**config.mk**
```make
export PLATFORM = sky130hd
export DESIGN_NAME = skid_fallthrough_lat
export DESIGN_NICKNAME = d
export VERILOG_FILES = /design/src/rtl/skid_fallthrough_lat_pkg.sv /design/src/rtl/skid_fallthrough_lat_queue.sv /design/src/rtl/skid_fallthrough_lat.sv
export SDC_FILE = /design/constraint.sdc
export NUM_CORES = 1
export LEC_CHECK = 0
export ABC_AREA = 1
export CORE_ASPECT_RATIO = 0.75
export CORE_MARGIN = 2
export CORE_UTILIZATION = 40
export DETAILED_ROUTE_END_ITERATION = 8
export PLACE_DENSITY = 0.69
export REMOVE_ABC_BUFFERS = 1
export SYNTH_ARGS = -nofsm -noshare
export SYNTH_HDL_FRONTEND = slang
export SYNTH_SLANG_ARGS = --single-unit
```
**constraint.sdc**
```tcl
create_clock -name clk -period 3.3 [get_ports clk]
set_input_delay 0.66 -clock clk [delete_from_list [all_inputs] [get_ports clk]]
set_output_delay 0.66 -clock clk [all_outputs]
set_load 0.005 [all_outputs]
```
**src/rtl/skid_fallthrough_lat_pkg.sv**
```systemverilog
// Shared helpers for the skid_fallthrough_lat family: counter and pointer widths.
package skid_fallthrough_lat_pkg;

  // Level/credit counters must hold values up to depth+1.
  function automatic int cnt_width(input int depth);
    return $clog2(depth + 2);
  endfunction

  // Queue pointer width; a single-entry queue still needs one bit.
  function automatic int ptr_width(input int depth);
    return (depth > 1) ? $clog2(depth) : 1;
  endfunction

endpackage

```
**src/rtl/skid_fallthrough_lat_queue.sv**
```systemverilog
// Circular skid queue. The head is visible combinationally so the output
// register can load it in the same cycle it is popped. Pop while empty is
// ignored; push while full is only accepted together with a pop.
module skid_fallthrough_lat_queue
  import skid_fallthrough_lat_pkg::*;
#(
  parameter int DATA_WIDTH = 32,
  parameter int DEPTH      = 2,
  localparam int CNT_W     = cnt_width(DEPTH),
  localparam int PTR_W     = ptr_width(DEPTH)
) (
  input  logic                  clk,
  input  logic                  rst,
  input  logic                  push,
  input  logic [DATA_WIDTH-1:0] push_data,
  input  logic                  pop,
  output logic [DATA_WIDTH-1:0] head_data,
  output logic [CNT_W-1:0]      count
);

  logic [DATA_WIDTH-1:0] r_mem [DEPTH];
  logic [PTR_W-1:0]      r_wr_ptr;
  logic [PTR_W-1:0]      r_rd_ptr;
  logic [CNT_W-1:0]      r_count;
  logic                  w_full;
  logic                  w_do_pop;
  logic                  w_do_push;
  logic [PTR_W-1:0]      w_wr_ptr_inc;
  logic [PTR_W-1:0]      w_rd_ptr_inc;

  assign w_full    = (r_count == CNT_W'(DEPTH));
  assign w_do_pop  = pop & (r_count != '0);
  assign w_do_push = push & (~w_full | w_do_pop);
  assign head_data = r_mem[r_rd_ptr];
  assign count     = r_count;

  // Pointer increments with wrap at DEPTH-1 (depth need not be a power of two).
  always_comb begin
    w_wr_ptr_inc = (r_wr_ptr == PTR_W'(DEPTH - 1)) ? '0 : r_wr_ptr + 1'b1;
    w_rd_ptr_inc = (r_rd_ptr == PTR_W'(DEPTH - 1)) ? '0 : r_rd_ptr + 1'b1;
  end

  // Storage write; contents need no reset since count gates validity.
  always_ff @(posedge clk) begin
    if (w_do_push) begin
      r_mem[r_wr_ptr] <= push_data;
    end
  end

  // Pointer and occupancy bookkeeping.
  always_ff @(posedge clk) begin
    if (rst) begin
      r_wr_ptr <= '0;
      r_rd_ptr <= '0;
      r_count  <= '0;
    end else begin
      if (w_do_push) r_wr_ptr <= w_wr_ptr_inc;
      if (w_do_pop)  r_rd_ptr <= w_rd_ptr_inc;
      r_count <= r_count + CNT_W'(w_do_push) - CNT_W'(w_do_pop);
    end
  end

endmodule

```
**src/rtl/skid_fallthrough_lat.sv**
```systemverilog
// Adapts a registered-read FIFO with READ_LATENCY cycles of read delay to a
// valid/ready stream with a registered output. Pops are issued against credits
// so every in-flight word always has a reserved queue slot.
module skid_fallthrough_lat
  import skid_fallthrough_lat_pkg::*;
#(
  parameter int DATA_WIDTH   = 32,
  parameter int READ_LATENCY = 1,
  parameter int SKID_DEPTH   = READ_LATENCY + 1,
  localparam int CNT_W       = cnt_width(SKID_DEPTH)
) (
  input  logic                  clk,
  input  logic                  rst,
  input  logic [DATA_WIDTH-1:0] fifo_data,
  input  logic                  fifo_empty,
  output logic                  fifo_pop,
  output logic [DATA_WIDTH-1:0] dn_bus,
  output logic                  dn_val,
  input  logic                  dn_rdy,
  output logic [CNT_W-1:0]      level
);

  logic [READ_LATENCY-1:0] r_inflight;
  logic [CNT_W-1:0]        r_inflight_cnt;
  logic [DATA_WIDTH-1:0]   r_dn_bus;
  logic                    r_dn_val;
  logic [CNT_W-1:0]        r_level;

  logic                    w_arrival;
  logic [CNT_W-1:0]        w_credit;
  logic                    w_out_free;
  logic                    w_q_push;
  logic                    w_q_pop;
  logic                    w_q_nonempty;
  logic [DATA_WIDTH-1:0]   w_q_head;
  logic [CNT_W-1:0]        w_q_cnt;
  logic                    w_dn_val_next;
  logic [CNT_W-1:0]        w_inflight_next;
  logic [CNT_W-1:0]        w_q_cnt_next;

  assign w_arrival    = r_inflight[READ_LATENCY-1];
  assign w_q_nonempty = (w_q_cnt != '0);

  // Credits come from registers only, so dn_rdy never reaches fifo_pop.
  assign w_credit = CNT_W'(SKID_DEPTH) - r_inflight_cnt - w_q_cnt;
  assign fifo_pop = ~rst & ~fifo_empty & (w_credit != '0);

  // Output takes the queue head first (order), else the arrival bypasses the queue.
  always_comb begin
    w_out_free      = ~r_dn_val | dn_rdy;
    w_q_pop         = w_out_free & w_q_nonempty;
    w_q_push        = w_arrival & ~(w_out_free & ~w_q_nonempty);
    w_dn_val_next   = w_out_free ? (w_q_nonempty | w_arrival) : r_dn_val;
    w_inflight_next = r_inflight_cnt + CNT_W'(fifo_pop) - CNT_W'(w_arrival);
    w_q_cnt_next    = w_q_cnt + CNT_W'(w_q_push) - CNT_W'(w_q_pop);
  end

  skid_fallthrough_lat_queue #(
    .DATA_WIDTH (DATA_WIDTH),
    .DEPTH      (SKID_DEPTH)
  ) u_queue (
    .clk       (clk),
    .rst       (rst),
    .push      (w_q_push),
    .push_data (fifo_data),
    .pop       (w_q_pop),
    .head_data (w_q_head),
    .count     (w_q_cnt)
  );

  // Pop-strobe delay line and its population count; the tail marks arrival.
  always_ff @(posedge clk) begin
    if (rst) begin
      r_inflight     <= '0;
      r_inflight_cnt <= '0;
    end else begin
      r_inflight[0] <= fifo_pop;
      for (int i = 1; i < READ_LATENCY; i++) begin
        r_inflight[i] <= r_inflight[i-1];
      end
      r_inflight_cnt <= w_inflight_next;
    end
  end

  // Output data register; held whenever the downstream stalls a valid word.
  always_ff @(posedge clk) begin
    if (w_out_free) begin
      if (w_q_nonempty) begin
        r_dn_bus <= w_q_head;
      end else if (w_arrival) begin
        r_dn_bus <= fifo_data;
      end
    end
  end

  // Output valid and registered occupancy (in-flight + queued + output).
  always_ff @(posedge clk) begin
    if (rst) begin
      r_dn_val <= 1'b0;
      r_level  <= '0;
    end else begin
      r_dn_val <= w_dn_val_next;
      r_level  <= w_inflight_next + w_q_cnt_next + CNT_W'(w_dn_val_next);
    end
  end

  assign dn_bus = r_dn_bus;
  assign dn_val = r_dn_val;
  assign level  = r_level;

endmodule

```
# Word level (Yosys, flattened, before mapping)
# Memories as Yosys holds them, arrays and structs flattened. A register that Yosys moved wholly into a read port is not among the register bits.
# Index checks and enable logic that the tools add are counted.
[word_totals] mem_bits_ro=0 in_bits=36 latchBits=0 ramBits=64 ff_bits=42 wordCells=51 memories=1 out_inout_bits=36
[memory_table] memory="u_queue.r_mem" depth=2 word_bits=32 read_ports=1 rd_clocked_by_memory_dff=1 write_ports=1 line="skid_fallthrough_lat_queue.sv:21" rtl="logic [DATA_WIDTH-1:0] r_mem [DEPTH];"
[op_classes] bitwise_logic=16 magnitude_cmp=0 reduce_logical=4 muxes=9 mul=0 shifts=0 eq_ne=1 div_mod_pow=0 add_sub_neg=12
[ops] cell="$mux 32" n=2
[ops] cell="$add 2x1->2" n=4
[ops] cell="$and 1x1->1" n=7
[ops] cell="$mux 1" n=7
[ops] cell="$not 1->1" n=6
[ops] cell="$reduce_bool 2->1" n=3
[ops] cell="$sub 2x1->2" n=3
[ops] cell="$or 1x1->1" n=3
[ops] cell="$add 1x1->1 const B" n=2
[ops] cell="$add 2x2->2" n=1
[ops] cell="$eq 2x2->1 const B" n=1
[ops] cell="$reduce_and 2->1" n=1
[ops] cell="$sub 2x2->2" n=1
[ops] cell="$sub 2x2->2 const A" n=1

# Depth between registers and ports, before layout
[logic_depth] depth_word=9 depth_mapped=20 ltp_nobuf=20

# By module
# From an unflattened synthesis, not the netlist that was laid out.
[hier_totals] cells_unflattened=274 hier_area_um2=4535.6
[by_module_without_submodules] mod="skid_fallthrough_lat_queue" seq_area_each_um2=2021.9 cells_each=137 n_inst=1 area_per_inst_um2=2712.6
[by_module_without_submodules] mod="skid_fallthrough_lat" seq_area_each_um2=1081.0 cells_each=137 n_inst=1 area_per_inst_um2=1823.0

# Least setup slack after synthesis
# Ideal clock, no wire load.
[synth_timing] path_type="register to register" from="register u_queue.r_count[0], in the netlist u_queue.count[0]" to="register r_level[1], in the netlist level[1]" path_slack_ps=389 arrival_ps=2796 period_less_slack_ps=2911 path_buffers=0 stages_incl_launch_ff=19 setup_time_ps=116 t_required_ps=3184 cell_sequence="dfxtp_1 > inv_1 > ha_1 > inv_1 > nand2_1 > o21ai_0 > inv_1 > ha_1 > inv_1 > ha_1 > fa_1 > inv_1 > ha_1 > nand2_1 > nand2_1 > nand2_1 > nand2_1 > o21ai_0 > nor2_1"
[synth_via] word_cells_on_any_way=17 cone_classes="7 x add/sub; 1 x mux; 7 x bitwise; 2 x reduce/logical"
[synth_rtl] item="from (decl)" line="skid_fallthrough_lat_queue.sv:24" rtl="logic [CNT_W-1:0] r_count;"
[synth_rtl] item="from (signal assigned)" line="skid_fallthrough_lat_queue.sv:59" rtl="r_count <= r_count + CNT_W'(w_do_push) - CNT_W'(w_do_pop);"
[synth_rtl] item="$sub 2x2->2" line="skid_fallthrough_lat.sv:45" rtl="assign w_credit = CNT_W'(SKID_DEPTH) - r_inflight_cnt - w_q_cnt;"
[synth_rtl] item="$reduce_bool 2->1" line="skid_fallthrough_lat.sv:46" rtl="assign fifo_pop = ~rst & ~fifo_empty & (w_credit != '0);"
[synth_rtl] item="$and 1x1->1" line="skid_fallthrough_lat.sv:46"
[synth_rtl] item="net fifo_pop" line="skid_fallthrough_lat.sv:16" rtl="output logic fifo_pop,"
[synth_rtl] item="$add 2x1->2" line="skid_fallthrough_lat.sv:54" rtl="w_inflight_next = r_inflight_cnt + CNT_W'(fifo_pop) - CNT_W'(w_arrival);"
[synth_rtl] item="$sub 2x1->2" line="skid_fallthrough_lat.sv:54"
[synth_rtl] item="net w_inflight_next[0]" line="skid_fallthrough_lat.sv:38" rtl="logic [CNT_W-1:0] w_inflight_next;"
[synth_rtl] item="$add 2x2->2" line="skid_fallthrough_lat.sv:103" rtl="r_level <= w_inflight_next + w_q_cnt_next + CNT_W'(w_dn_val_next);"
[synth_rtl] item="$add 2x1->2" line="skid_fallthrough_lat.sv:103"
[synth_rtl] item="to (signal assigned)" line="skid_fallthrough_lat.sv:103"
[synth_rtl] item="to (decl)" line="skid_fallthrough_lat.sv:27" rtl="logic [CNT_W-1:0] r_level;"
# The timed path passes the listed nets, and every way through them passes these cells.
# A chain may end at the register's enable or synchronous reset.

# Worst setup path in the final report
[layout_timing] from="register u_queue.r_count[0], in the netlist u_queue.count[0]" to="register r_level[1], in the netlist level[1]"
[layout_via] word_cells_on_any_way=17 cone_classes="7 x add/sub; 1 x mux; 7 x bitwise; 2 x reduce/logical"
[layout_rtl] item="$sub 2x2->2" line="skid_fallthrough_lat.sv:45"
[layout_rtl] item="$reduce_bool 2->1" line="skid_fallthrough_lat.sv:46"
[layout_rtl] item="$and 1x1->1" line="skid_fallthrough_lat.sv:46"
[layout_rtl] item="$add 2x1->2" line="skid_fallthrough_lat.sv:54"
[layout_rtl] item="$sub 2x1->2" line="skid_fallthrough_lat.sv:54"
[layout_rtl] item="net w_inflight_next[0]" line="skid_fallthrough_lat.sv:38"
[layout_rtl] item="$add 2x2->2" line="skid_fallthrough_lat.sv:103"
[layout_rtl] item="$add 2x1->2" line="skid_fallthrough_lat.sv:103"
# The timed path passes the listed nets, and every way through them passes these cells.

==> impl_metrics.prom <==
# TYPE chip_impl_metric gauge
chip_impl_metric{name="post_layout_nonfiller_instances",unit=""} 588
chip_impl_metric{name="hold-path-cell-count",unit=""} 1
chip_impl_metric{name="cts_post_setup_buffers_inserted",unit=""} 0
chip_impl_metric{name="placeableCoreArea",unit="mm²"} 0.0104
chip_impl_metric{name="clock_insertion_delay_at_the_later_pin_of_the_skew_report",unit="ns"} 0.34
chip_impl_info{name="crit_family",value="adder cells"} 1
chip_impl_info{name="critical_path_cell_by_cell",value="inv_1 -> ha_1 -> inv_1 -> nand2_1 -> o21ai_1 -> inv_1 -> ha_1 -> inv_1 -> ha_1 -> fa_1 -> inv_1 -> ha_1 -> nand2_1 -> nand2_1 -> nand2_1 -> nand2_1 -> o21ai_0 -> nor2_1"} 1
chip_impl_metric{name="ios",unit=""} 72
chip_impl_metric{name="final_cell_area",unit="mm²"} 0.00555
chip_impl_metric{name="synth_edf_count",unit=""} 96
chip_impl_metric{name="insertedDiodeCount",unit=""} 0
chip_impl_metric{name="antenna_found_initial",unit=""} 0
chip_impl_metric{name="final_power",unit="µW"} 4840
chip_impl_metric{name="cts.sinks",unit=""} 107
chip_impl_metric{name="detailroute.via_count",unit=""} 2701
chip_impl_metric{name="drt-total-wl",unit="mm"} 7.66
chip_impl_info{name="cp-end-kind",value="register"} 1
chip_impl_metric{name="dpl_cell_area",unit="mm²"} 0.00526
chip_impl_metric{name="drcViolationCount",unit=""} 0
chip_impl_info{name="cts-root-buf",value="clkbuf_16"} 1
chip_impl_metric{name="fin_skew",unit="ns"} 0.00590
chip_impl_info{name="timing.critical_path.slowest_stage_cell",value="fa_1"} 1
chip_impl_info{name="result_of_the_run",value="complete, no violations"} 1
chip_impl_metric{name="std_cell_rows",unit=""} 32
chip_impl_metric{name="critical_path.max_stage_delay",unit="ns"} 0.50
chip_impl_info{name="min_path_type",value="register to register"} 1
chip_impl_metric{name="detailedPlacementHpwl",unit="mm"} 5.07
chip_impl_metric{name="start_util",unit="%"} 41.6
chip_impl_metric{name="drt_pass_1_iters",unit=""} 5
chip_impl_metric{name="timing.critical_path.arrival",unit="ns"} 3.28
chip_impl_metric{name="drv.max_cap_violation_count",unit=""} 0
chip_impl_metric{name="post_drt_wl_per_cell",unit="µm"} 13.0
chip_impl_info{name="synth_largest_area_cell",value="edfxtp_1"} 1
chip_impl_metric{name="numPlacedInstances",unit=""} 573
chip_impl_metric{name="first_global_vias",unit=""} 2573
chip_impl_metric{name="cp_max_fo",unit=""} 4
chip_impl_info{name="synth_flop_cell",value="edfxtp_1"} 1
chip_impl_metric{name="max_clock_freq",unit="MHz"} 328
chip_impl_metric{name="slew_headroom",unit="%"} 32.6
chip_impl_metric{name="combinationalPowerShare",unit="%"} 34.3
chip_impl_metric{name="final-hold-violation-count",unit=""} 0
chip_impl_metric{name="synthesis.instances",unit=""} 371
chip_impl_metric{name="die_footprint",unit="mm²"} 0.0117
chip_impl_metric{name="switching_share",unit="%"} 30.9
chip_impl_metric{name="ant_nets",unit=""} 0
chip_impl_metric{name="yosys_warnings",unit=""} 0
chip_impl_metric{name="drive_gt1_share",unit="%"} 6.42
chip_impl_metric{name="area_growth_syn_to_layout",unit="%"} 27.9
chip_impl_metric{name="cts_buf_count",unit=""} 9
chip_impl_info{name="synth_most_common_cell",value="edfxtp_1"} 1
chip_impl_metric{name="power.leakage",unit="µW"} 0.00216
chip_impl_metric{name="syn_area",unit="mm²"} 0.00434
chip_impl_info{name="rsz0062_at_grt",value="no"} 1
chip_impl_metric{name="setup_viols_final",unit=""} 0
chip_impl_metric{name="final_critical_path_time_including_i_o_delays_and_setup",unit="ns"} 3.05
chip_impl_info{name="timing.rr.end",value="level[1]"} 1
chip_impl_metric{name="cts.htree.levels",unit=""} 3
chip_impl_metric{name="dieWidth",unit="µm"} 124
chip_impl_metric{name="drt_iter0_drc",unit=""} 208
chip_impl_metric{name="grt_first_pass_wirelength",unit="mm"} 12.7
chip_impl_info{name="worst-setup-path-type",value="register to register"} 1
chip_impl_metric{name="synth_sequential_area_ratio",unit="%"} 71.6
chip_impl_metric{name="via_per_instance_ratio",unit=""} 4.59
chip_impl_metric{name="clock_power_share",unit="%"} 21.1
chip_impl_metric{name="globalRouteTotalUtil",unit="%"} 14.0
chip_impl_metric{name="synth.top_cell.area_share",unit="%"} 66.5
chip_impl_info{name="tritoncts",value="built"} 1
chip_impl_metric{name="final_nets",unit=""} 492
chip_impl_metric{name="final.period_utilization",unit="%"} 92.3
chip_impl_metric{name="syn-mean-instance-area",unit="µm²"} 11.7
chip_impl_metric{name="worst-slew-pin-transition",unit="ns"} 1.01
chip_impl_info{name="synthTopCellsByArea",value="edfxtp_1 (66%), nand2_1 (7.9%), o21ai_0 (7.0%), inv_1 (5.1%), dfxtp_1 (5.1%)"} 1
chip_impl_metric{name="gr-total-overflow",unit=""} 0
chip_impl_metric{name="pwr-share-seq",unit="%"} 44.5
chip_impl_metric{name="r2r_cells",unit=""} 18
chip_impl_metric{name="clockBufferDepth",unit=""} 2
chip_impl_metric{name="clk_pin_slew_worst_paths",unit="ns"} 0.07
chip_impl_metric{name="cp.buffers_inverters",unit=""} 5
chip_impl_metric{name="place_congestion",unit=""} 0.753
chip_impl_metric{name="critical_path_required",unit="ns"} 3.53
chip_impl_info{name="synth.top_cells.by_count",value="edfxtp_1 (96), nand2_1 (91), o21ai_0 (61)"} 1
chip_impl_metric{name="power_report.internal_total",unit="µW"} 3340
chip_impl_info{name="critical_path.reg2reg.startpoint",value="u_queue.count[0]"} 1
chip_impl_info{name="min_from",value="u_queue.r_rd_ptr"} 1
chip_impl_metric{name="ys_seq_elements",unit=""} 107
chip_impl_metric{name="dieHeight",unit="µm"} 94.2
chip_impl_metric{name="power_density",unit="mW/mm²"} 872
chip_impl_metric{name="power.net_switching",unit="µW"} 1490
chip_impl_metric{name="r2r_setup_slack",unit="ns"} 0.25
chip_impl_metric{name="synth_cell_type_count",unit=""} 21
chip_impl_metric{name="slew_violations",unit=""} 0
chip_impl_info{name="crit_path_start_kind",value="register"} 1
chip_impl_metric{name="io_buffer_count",unit=""} 71
chip_impl_metric{name="ys_async_sr_fraction",unit="%"} 0
chip_impl_metric{name="vdd_drop_max",unit="mV"} 0.610
chip_impl_metric{name="pin_count_of_the_biggest_net_entering_global_routing",unit=""} 65
[what timing repair did]
item / 4_1_cts / 5_1_grt
hold buffers: 0 / 0
gates resized for setup: 0 / 1
setup endpoints to repair: 0 / 1
[worst register-to-register path: cells and delay by family, from the launching register on]
kind            cells  cell delay [ns]
compound gates      2             0.32
fa+ha+maj           5             1.56
buf+inv             5             0.35
flops               1             0.38
simple gates        6             0.34
[layout make-up]
| cell class | count | area, µm² |
|---|---|---|
| Sequential cell | 107 | 3100 |
| Multi-Input combinational cell | 191 | 952 |
| Inverter | 59 | 221 |
| Timing Repair Buffer | 80 | 816 |
| Clock buffer | 9 | 225 |
| Clock inverter | 6 | 56.3 |
| Tap cell | 136 | 170 |
| Fill cell | 886 | 4860 |
[per-stage QoR]
stage	setup TNS, ns	hold slack, ns	util (%)	worst slack [ns]
after floorplan	0	0.447	-	0.388
after global placement	0	0.460	50.6	0.0682
after detailed placement	-0.000222	0.477	50.6	-0.000222
after CTS	0	0.494	53.3	0.170
after global routing	0	0.522	53.3	0.0349
final	0	0.489	53.3	0.253
[routing by layer]
layer | share of wire [%] | GRT usage [%] | vias to the layer above
li1 | - | - | 1390
met1 | 46 | 18.2 | 1242
met2 | 47 | 22.4 | 58
met3 | 5.7 | 5.13 | 11
met4 | 1.1 | 3.93 | 0
met5 | 0 | 0 | -
[registers in the layout, indices dropped and copies added (netlist names), named ones only]
| name | flops |
|---|---|
| u_queue.r_rd_ptr | 1 |
| u_queue.count | 2 |
| u_queue.r_wr_ptr | 1 |
| u_queue.r_mem | 64 |
| r_inflight | 1 |
| level | 2 |
| r_inflight_cnt | 2 |
| dn_bus | 32 |
| dn_val | 1 |
[cells by family after synthesis]
kind of cell               count (synthesis)  synth area share, %
and+or+nand+nor                          109                 10.2
AOI/OAI and AO/OA                         73                 8.51
DFF                                      107                 71.6
xor gates and xnor gates                   1                0.202
adders and majority gates                  8                 2.48
buffers and inverters                     73                 7.07
[power by group through the flow]
stage	sequential [µW]	combinational [µW]	clock [µW]
3_5_place_dp	2190	1680	0
6_report	2150	1660	1020
2_1_floorplan	2180	817	0
5_1_grt	2210	1880	1110
4_1_cts	2160	1690	1060
3_3_place_gp	2180	1640	0
[how the worst max path moves through the flow]
stage	from	cells after the start	to	slack [ns]
2_1_floorplan	u_queue.count[0]	18	level[1]	0.39
3_3_place_gp	fifo_empty	16	level[1]	0.07
6_report	u_queue.count[0]	18	level[1]	0.25
3_5_place_dp	rst	16	level[1]	-0.0002
4_1_cts	u_queue.count[0]	18	level[1]	0.17
5_1_grt	u_queue.count[0]	19	level[1]	0.03
[cell usage in the layout (no fill, tap or decap), types with 4 or more instances in the layout]
cell type,count
inv_1,59
a21oi_1,4
nor2_1,9
nand3_1,4
o21ai_0,60
clkdlybuf4s50_1,71
buf_4,6
ha_1,7
edfxtp_1,96
nand2_1,91
o21ai_1,7
clkbuf_16,9
dfxtp_1,10
(Power assumes the default switching activity.)
